===== src/rtl/frac_clkdiv_pkg.sv =====
// rtl/frac_clkdiv_pkg.sv - shared widths and divider-word helpers for the fractional clock divider bank
package frac_clkdiv_pkg;
  localparam int MAX_INT_W  = 16;
  localparam int MAX_FRAC_W = 16;
  localparam int WORD_W     = 32;

  function automatic logic [MAX_INT_W-1:0] div_int(input logic [WORD_W-1:0] word, input int fracW);
    return MAX_INT_W'(word >> fracW);
  endfunction

  function automatic logic [MAX_FRAC_W-1:0] div_frac(input logic [WORD_W-1:0] word, input int fracW);
    logic [WORD_W-1:0] mask;
    mask = (WORD_W'(1) << fracW) - WORD_W'(1);
    return MAX_FRAC_W'(word & mask);
  endfunction

  // An integer field of zero means the longest period, 2^intW.
  function automatic logic [MAX_INT_W:0] int_eff(input logic [MAX_INT_W-1:0] intField, input int intW);
    return (intField == '0) ? ((MAX_INT_W+1)'(1) << intW) : {1'b0, intField};
  endfunction
endpackage


===== src/rtl/frac_clkdiv_channel.sv =====
// rtl/frac_clkdiv_channel.sv - one fractional clock-enable channel with shadowed divider
module frac_clkdiv_channel
  import frac_clkdiv_pkg::*;
#(
  parameter int INT_W  = 16,
  parameter int FRAC_W = 8
) (
  input  logic                    clk,
  input  logic                    reset,
  input  logic                    en,
  input  logic                    restart,
  input  logic                    wrValid,
  input  logic [INT_W+FRAC_W-1:0] wrDiv,
  output logic                    clkEnable,
  output logic                    pending
);
  localparam int DIV_W = INT_W + FRAC_W;
  localparam int LEN_W = INT_W + 1;
  localparam logic [DIV_W-1:0] DEFAULT_DIV = DIV_W'(1) << FRAC_W;

  logic [DIV_W-1:0]  activeDiv;
  logic [DIV_W-1:0]  shadowDiv;
  logic [DIV_W-1:0]  nextDiv;
  logic [LEN_W-1:0]  cnt;
  logic [LEN_W-1:0]  len;
  logic [LEN_W-1:0]  nextLen;
  logic [FRAC_W-1:0] acc;
  logic [FRAC_W-1:0] nextFrac;
  logic [FRAC_W:0]   accSum;
  logic              enPrev;
  logic              clearNow;

  // A same-cycle write bypasses the shadow; otherwise a pending shadow wins over the active value.
  assign nextDiv   = wrValid ? wrDiv : (pending ? shadowDiv : activeDiv);
  assign nextFrac  = FRAC_W'(div_frac(WORD_W'(nextDiv), FRAC_W));
  assign nextLen   = LEN_W'(int_eff(div_int(WORD_W'(nextDiv), FRAC_W), INT_W));
  assign accSum    = {1'b0, acc} + {1'b0, nextFrac};
  assign clkEnable = en & (cnt == len - LEN_W'(1)) & ~reset;
  assign clearNow  = ~en | restart | ~enPrev;

  always_ff @(posedge clk) begin
    if (reset) begin
      activeDiv <= DEFAULT_DIV;
      shadowDiv <= DEFAULT_DIV;
      pending   <= 1'b0;
      cnt       <= '0;
      acc       <= '0;
      len       <= LEN_W'(1);
      enPrev    <= 1'b0;
    end else begin
      enPrev <= en;
      if (clearNow) begin
        // Restart beats a coincident pulse: the first period after it never carries.
        cnt       <= '0;
        acc       <= '0;
        len       <= nextLen;
        activeDiv <= nextDiv;
        pending   <= 1'b0;
      end else if (clkEnable) begin
        cnt       <= '0;
        acc       <= accSum[FRAC_W-1:0];
        len       <= nextLen + LEN_W'(accSum[FRAC_W]);
        activeDiv <= nextDiv;
        pending   <= 1'b0;
      end else begin
        cnt <= cnt + LEN_W'(1);
        if (wrValid) begin
          shadowDiv <= wrDiv;
          pending   <= 1'b1;
        end
      end
    end
  end
endmodule


===== src/rtl/frac_clock_divider_bank.sv =====
// rtl/frac_clock_divider_bank.sv - bank of independent fractional clock-enable generators
module frac_clock_divider_bank
  import frac_clkdiv_pkg::*;
#(
  parameter int N_CH   = 4,
  parameter int INT_W  = 16,
  parameter int FRAC_W = 8,
  localparam int CH_W  = (N_CH > 1) ? $clog2(N_CH) : 1
) (
  input  logic                    clk,
  input  logic                    reset,
  input  logic                    cfg_valid,
  input  logic [CH_W-1:0]         cfg_ch,
  input  logic [INT_W+FRAC_W-1:0] cfg_div,
  input  logic [N_CH-1:0]         ch_en,
  input  logic [N_CH-1:0]         ch_restart,
  output logic [N_CH-1:0]         out_clkEnable,
  output logic [N_CH-1:0]         cfg_pending
);
  // Out-of-range channel numbers match no instance and are dropped.
  for (genvar i = 0; i < N_CH; i++) begin : g_ch
    frac_clkdiv_channel #(
      .INT_W (INT_W),
      .FRAC_W(FRAC_W)
    ) u_ch (
      .clk      (clk),
      .reset    (reset),
      .en       (ch_en[i]),
      .restart  (ch_restart[i]),
      .wrValid  (cfg_valid && (cfg_ch == CH_W'(i))),
      .wrDiv    (cfg_div),
      .clkEnable(out_clkEnable[i]),
      .pending  (cfg_pending[i])
    );
  end
endmodule


===== config.mk =====
export PLATFORM = sky130hd
export DESIGN_NAME = frac_clock_divider_bank
export DESIGN_NICKNAME = d
export VERILOG_FILES = /design/src/rtl/frac_clkdiv_pkg.sv /design/src/rtl/frac_clkdiv_channel.sv /design/src/rtl/frac_clock_divider_bank.sv
export SDC_FILE = /design/constraint.sdc
export NUM_CORES = 1
export LEC_CHECK = 0
export CORE_MARGIN = 3
export CORE_UTILIZATION = 50
export DETAILED_ROUTE_END_ITERATION = 8
export PLACE_DENSITY = 0.81
export SYNTH_ARGS = -nofsm -noshare
export SYNTH_HDL_FRONTEND = slang
export SYNTH_HIERARCHICAL = 1
export SYNTH_SLANG_ARGS = --single-unit

===== constraint.sdc =====
create_clock -name clk -period 4.85 [get_ports clk]
set_clock_uncertainty 0.1 [all_clocks]
set_input_delay 0.7275 -clock clk [delete_from_list [all_inputs] [get_ports clk]]
set_output_delay 0.7275 -clock clk [all_outputs]
set_load 0.02 [all_outputs]

==> metrics.md, run 1 <==
| Metric | Value |
|---|---|
| Pwr Density | 294 nW/um2 |
| Clk sink count | 368 |
| GRT overflow | 0 |
| Synth unique cells | 87 |
| Int Pwr | 5.42 mW |
| Final Instance Count excl. Fillers | 3,244 |
| Fin. max-slew vios | 0 |
| FMAX | 211 MHz |
| Layout Nets | 2,721 |
| WS Path Type | reg2out |
| Register share of total power | 42.7% |
| Worst-Margin Slew | 1.26 ns |
| Placed cells | 3,172 |
| Via count | 19,444 |
| Max layer used | met4 |
| Hpwl dp | 39.2 mm |
| Area of the core | 43,600 um2 |
| Io pins | 45 |
| Worst hold margin | 0.360 ns |
| Wl on met1 | 25.2 mm |
| Status | complete, no violations |
| Startpoint Class | flop |
| H-tree levels | 2 |
| Most frequent cells in the layout | dfxtp_1 (368), nor2_1 (228), mux2i_1 (220) |
| Number of synthesized flops with an enable pin | 0 |
| Seq/Total Area, Yosys | 33.0% |
| Final setup violation count | 0 |
| Remaining DRCs | 0 |
| Share of cells above drive strength 1 | 10.7% |
| Worst setup margin | 0.121 ns |
| Drt via density | 5.99 |
| Rel. slew slack | 16.0% |
| Min Tclk post-route | 4.73 ns |
| Setup slack at placement | -0.156 ns |
| Clk buf depth | 3 |
| Largest net degree at the start of global routing | 104 |
| Synth Net Count | 2,707 |
| Ys async rst share | 0% |
| Met2 wire length | 27.3 mm |
| Crit-path max FO | 7 |
| Hold_sp | g_ch[0].u_ch/activeDiv[14] |
| Ys Warns | 6 |
| TNS Setup | 0 ns |
| Initial antenna violation count | 0 |
| TritonCTS clock tree | built |
| Synthesized area | 22,300 um2 |
| #FFs+latches synth | 368 |
| Primary FF master, synth | dfxtp_1 |
| Finished Core Util | 57.5% |
| DR pass1 iterations | 5 |
| Global Route Usage Sum | 23.9% |
| Lkg Pwr | 8.82 nW |
| WL per Instance | 17.8 um |
| Critical Path AT | 3.90 ns |
| Crit path required time | 4.02 ns |
| Post-route ant nets | 0 |
| Maxcap violations | 0 |
| Final hold vios | 0 |
| Cts hold-fix bufs | 0 |
| Final Wtd Congestion | 0.901 |
| Post-Route WL | 57.9 mm |
| Synth-to-Final Area Change | 12.2% |
| Clock transition at path regs | 0.06 ns |
| Die height | 217 um |
| Port Buffers | 44 |
| Syn Inst Count | 2,618 |
| Vias in the first global route | 19,047 |
| Worst setup EP type | primary output |
| Clock latency on the worst-skew pair | 0.57 ns |
| Initial core utilization | 51.3% |
| TritonCTS Buffers | 41 |
| Psw | 1.94 mW |
| Sw frac | 26.3% |
| Worst r2r src | g_ch[1].u_ch/pending |
| Clock power share | 43.9% |
| DR iter-0 viols | 1,623 |
| Global-route wire length before repair | 95.4 mm |
| Type of the tightest min-delay check | reg2reg |
| Worst vdd ir | 0.262 mV |
| # rows | 76 |
| Gate power share | 13.4% |
| RSZ-0062 raised after global routing | true |
| Die area | 47,200 um2 |
| CP startpoint | g_ch[1].u_ch/len[0] |
| Period utilization | 97.5% |
| Die X-Extent | 217 um |
| Syn avg cell area | 8.53 um2 |
| Root Buffer | clkbuf_16 |
| DR WL met3 | 2.86 mm |
| Most common cell after layout, fill and taps aside | dfxtp_1 |
[stage by stage]
step	area, um2	total power, mW
floorplan	22300	3.86
global placement	23600	4.13
detailed placement	23600	4.16
CTS	25000	7.39
global route	25000	7.62
finish	25000	7.36
[layer usage]
layer	GRT usage (%)	vias up
li1	-	9380
met1	30.8	9349
met2	40.4	583
met3	2.62	132
met4	10.5	0
met5	0	-
[worst paths after layout]
check / end / slack [ns] / cells after the start
setup / recovery: out_clkEnable[1] / 0.12 / 10
hold / removal: g_ch[0].u_ch/activeDiv[14] / 0.36 / 2
setup reg to reg: g_ch[1].u_ch/len[12] / 0.68 / 19
hold reg to reg: g_ch[0].u_ch/activeDiv[14] / 0.36 / 2
[layout make-up]
| type | instances | area, um2 |
|---|---|---|
| flip-flops and latches | 368 | 7370 |
| repair buffers | 141 | 1190 |
| inverters | 56 | 210 |
| fillers | 3779 | 18500 |
| diodes | 1 | 2.50 |
| clock inverters | 13 | 199 |
| clock buffers | 56 | 1180 |
| multi-input cells | 2024 | 14200 |
| well taps | 585 | 732 |
[flip-flops by register name, indices dropped and copies added, names as in the netlist]
register	count
g_ch.u_ch/len	68
g_ch.u_ch/pending	4
g_ch.u_ch/shadowDiv	96
g_ch.u_ch/enPrev	4
g_ch.u_ch/cnt	68
g_ch.u_ch/activeDiv	96
g_ch.u_ch/acc	32
[power by group through the flow]
| stage | Clock (mW) | Combinational (mW) | Sequential, mW |
|---|---|---|---|
| after floorplan | 0 | 0.676 | 3.19 |
| after global placement | 0 | 0.926 | 3.20 |
| after detailed placement | 0 | 0.955 | 3.21 |
| after CTS | 3.28 | 0.962 | 3.14 |
| after global routing | 3.40 | 1.07 | 3.15 |
| final | 3.23 | 0.986 | 3.15 |
[critical path, cell delays in order (launching register included)]
cell,delay [ns]
dfxtp_1,0.35
inv_1,0.07
ha_1,0.27
or4b_1,0.48
or3_1,0.40
a211oi_2,0.30
o2111ai_1,0.22
nor3_4,0.28
nand3_1,0.18
nor2_1,0.14
clkdlybuf4s50_1,0.64
[cells in the mapped netlist, types with 8 or more instances]
master | number | area share [%]
buf_1 | 14 | 0.24
o21bai_1 | 8 | 0.27
a31o_1 | 19 | 0.75
a311oi_1 | 26 | 1.0
nand2b_1 | 153 | 4.3
xor2_1 | 83 | 3.3
nand4_1 | 63 | 1.8
o21a_1 | 12 | 0.40
o31ai_1 | 24 | 0.81
or2_2 | 8 | 0.22
and2_1 | 9 | 0.25
mux2i_1 | 220 | 9.9
and3_1 | 34 | 0.95
o211ai_1 | 12 | 0.40
o2111ai_1 | 15 | 0.59
mux2_2 | 68 | 3.4
nand3_1 | 92 | 2.1
nor3_1 | 60 | 1.3
ha_1 | 48 | 2.7
nand2_1 | 197 | 3.3
or3_1 | 11 | 0.31
o21ai_0 | 111 | 2.5
nor3b_1 | 9 | 0.30
nor4_1 | 30 | 0.84
and4_1 | 8 | 0.31
dfxtp_1 | 368 | 33
nor2b_1 | 63 | 1.8
nor2_1 | 228 | 3.8
inv_1 | 55 | 0.92
clkbuf_1 | 109 | 1.8
a21o_1 | 11 | 0.37
a21oi_1 | 76 | 1.7
a211oi_1 | 53 | 1.8
a31oi_1 | 20 | 0.56
xnor2_1 | 122 | 4.8
buf_2 | 37 | 0.83
mux2_1 | 14 | 0.71
[cell families (layout without fill, tap and decap cells)]
family          after synthesis  after routing  share of synthesized area, %
compound gates              449            449                          13.9
mux                         303            303                          14.1
fa+ha+maj                    52             52                          3.05
xor+xnor                    205            205                          8.04
buf+inv                     226            266                          4.22
simple gates               1015           1015                          23.7
flops                       368            368                          33.0
other cells                   0              1                             0
[what timing repair did]
item | CTS | global route
setup endpoints to repair | 2 | 8
resized for setup | 2 | 8
buffers inserted | 0 | 2
pin swaps | 0 | 1
hold endpoints to repair | 0 | 0
Power figures use the tool's default switching activity.
==> inputs of run 2 (changes only) <==
--- a/config.mk
+++ b/config.mk
@@ -9,6 +9,7 @@
 export CORE_UTILIZATION = 50
 export DETAILED_ROUTE_END_ITERATION = 8
 export PLACE_DENSITY = 0.81
+export RECOVER_POWER = 100
 export SYNTH_ARGS = -nofsm -noshare
 export SYNTH_HDL_FRONTEND = slang
 export SYNTH_HIERARCHICAL = 1
==> run 2 against run 1 <==
- the flow now finishes with violations (capacitance limit, slew limit)
- hold slack gained 0.00057 ns
- sequential power about the same
- non-clock buffer count unchanged
- critical path depth unchanged
- flip-flop and latch count unchanged
- via count about the same
- clock power about the same
- cell area is 0.13% lower
- power barely moved
- die area did not move
- critical endpoint unchanged
- fmax hardly changed
- combinational power shrank 0.5%
==> metrics.md, run 2 (synthesis results as in run 1) <==
| Metric | Value |
|---|---|
| Status | finished with violations |
| Crit-path max FO | 7 (unchanged) |
| Remaining DRCs | 0 (unchanged) |
| Worst setup margin | 0.118 ns (-0.00263 ns) |
| Die height | 217 um (unchanged) |
| Final hold vios | 0 (unchanged) |
| Share of cells above drive strength 1 | 10.4% (-0.30 points) |
| Synth-to-Final Area Change | 12.0% |
| Clock transition at path regs | 0.06 ns (about the same) |
| TritonCTS Buffers | 41 (unchanged) |
| Via count | 19,425 (-0.098%) |
| Critical Path AT | 3.90 ns (about the same) |
| Global Route Usage Sum | 23.9% (unchanged) |
| RSZ-0062 raised after global routing | true |
| Clock latency on the worst-skew pair | 0.56 ns (about the same) |
| Final Wtd Congestion | 0.901 (unchanged) |
| Hold_sp | g_ch[3].u_ch/shadowDiv[16] |
| Die X-Extent | 217 um (unchanged) |
| Area of the core | 43,600 um2 (unchanged) |
| Die area | 47,200 um2 (unchanged) |
| Fin. max-slew vios | 135 (+135) |
| Final setup violation count | 0 (unchanged) |
| GRT overflow | 0 (unchanged) |
| Clk buf depth | 3 (unchanged) |
| Post-route ant nets | 0 (unchanged) |
| Maxcap violations | 3 (+3) |
| Largest registers | g_ch.u_ch/activeDiv x96, g_ch.u_ch/shadowDiv x96 |
| Clk sink count | 368 (unchanged) |
| Worst r2r src | g_ch[1].u_ch/pending |
| Root Buffer | clkbuf_16 |
| Worst-Margin Slew | 3.49 ns (+2.23 ns) |
| Hpwl dp | 39.2 mm (unchanged) |
| H-tree levels | 2 (unchanged) |
| RR Endpoint | g_ch[1].u_ch/len[12] |
| DR pass1 iterations | 6 (+1) |
| Initial antenna violation count | 0 (unchanged) |
| Port Buffers | 44 (unchanged) |
| Min Tclk post-route | 4.73 ns (+0.00263 ns) |
| Initial core utilization | 51.3% (unchanged) |
| Vias in the first global route | 19,047 (unchanged) |
| WS Path Type | reg2out |
| Setup slack at placement | -0.156 ns (unchanged) |
| Largest net degree at the start of global routing | 104 (unchanged) |
| Period utilization | 97.6% (about the same) |
| Worst setup EP type | primary output |
| Violated checks | capacitance limit, slew limit |
| Type of the tightest min-delay check | reg2reg |
| Post-Route WL | 57.8 mm (-0.14%) |
| Crit path required time | 4.02 ns (about the same) |
| End point of the critical path | out_clkEnable[1] |
| Rel. slew slack | -132% (-150 points) |
| # rows | 76 (unchanged) |
| Layout Nets | 2,721 (unchanged) |
| Most frequent cells in the layout | dfxtp_1 (368), nor2_1 (228), mux2i_1 (220) |
| Flop-to-flop setup slack | 0.66 ns (-0.02 ns) |
| Drt via density | 5.99 (about the same) |
| WL per Instance | 17.8 um (-0.11%) |
| Lkg Pwr | 8.81 nW (-0.12%) |
| Most common cell after layout, fill and taps aside | dfxtp_1 |
| TritonCTS clock tree | built |
| CP startpoint | g_ch[1].u_ch/len[0] |
| FMAX | 211 MHz (about the same) |
| Io pins | 45 (unchanged) |
| Startpoint Class | flop |
| Worst R2R Path Depth | 19 (unchanged) |
| ANT cells | 0 (-1) |
| Total power | 7.35 mW (about the same) |
| Pwr Density | 294 nW/um2 (about the same) |
| DR iter-0 viols | 1,613 (-0.62%) |
| Worst hold margin | 0.361 ns (+0.000572 ns) |
| Global-route wire length before repair | 95.4 mm (unchanged) |
| Worst vdd ir | 0.262 mV (unchanged) |
run 2: how the worst min path moves through the flow:
stage,cells past startpoint,to,slack (ns)
after global routing,2,g_ch[3].u_ch/activeDiv[3],0.38
after global placement,2,g_ch[3].u_ch/shadowDiv[15],0.34
after floorplan,2,g_ch[3].u_ch/shadowDiv[10],0.33
after detailed placement,2,g_ch[3].u_ch/shadowDiv[17],0.34
after CTS,2,g_ch[3].u_ch/shadowDiv[16],0.36
final,2,g_ch[3].u_ch/shadowDiv[16],0.36
run 2: through the flow:
step / cells / area [um2] / TNS, ns / util, %
after floorplan: 2618 / 22300 / 0 / -
after global placement: 3172 / 23600 / 0 / 54.2
after detailed placement: 3172 / 23600 / -0.923 / 54.2
after CTS: 3241 / 25000 / 0 / 57.4
after global routing: 3243 / 25000 / -0.0955 / 57.4
final: 3243 / 25000 / 0 / 57.4
run 2: final cells by class:
class / count / area, um2
Inverter: 56 / 210
Timing Repair Buffer: 141 / 1170
Clock buffer: 56 / 1180
Sequential cell: 368 / 7370
Fill cell: 3790 / 18500
Tap cell: 585 / 732
Clock inverter: 13 / 199
Multi-Input combinational cell: 2024 / 14100
run 2: repair_timing:
| item | CTS | global route |
|---|---|---|
| hold buffers | 0 | 0 |
| resized for setup | 2 | 8 |
| setup buffers | 0 | 2 |
| pin swaps | 0 | 1 |
| endpoints found under the setup margin | 2 | 8 |
run 2: routing by layer:
layer	track usage [%]	up-vias	routed length, um
met5	0	-	0
met3	2.62	145	3040
met2	40.4	582	27200
li1	-	9371	-
met4	10.5	0	2490
met1	30.8	9327	25100
run 2: critical path: stages, from the launching register on:
cell	delay (ns)
dfxtp_1	0.35
inv_1	0.07
ha_1	0.27
or4b_1	0.48
or3_1	0.40
a211oi_2	0.30
o2111ai_1	0.22
nor3_4	0.28
nand3_1	0.18
nor2_1	0.14
clkdlybuf4s50_1	0.64
run 2: report_power, final:
part | internal (mW) | switching [mW]
Combinational | 0.368 | 0.613
Sequential | 3.09 | 0.0594
Clock | 1.97 | 1.26
Total | 5.42 | 1.93
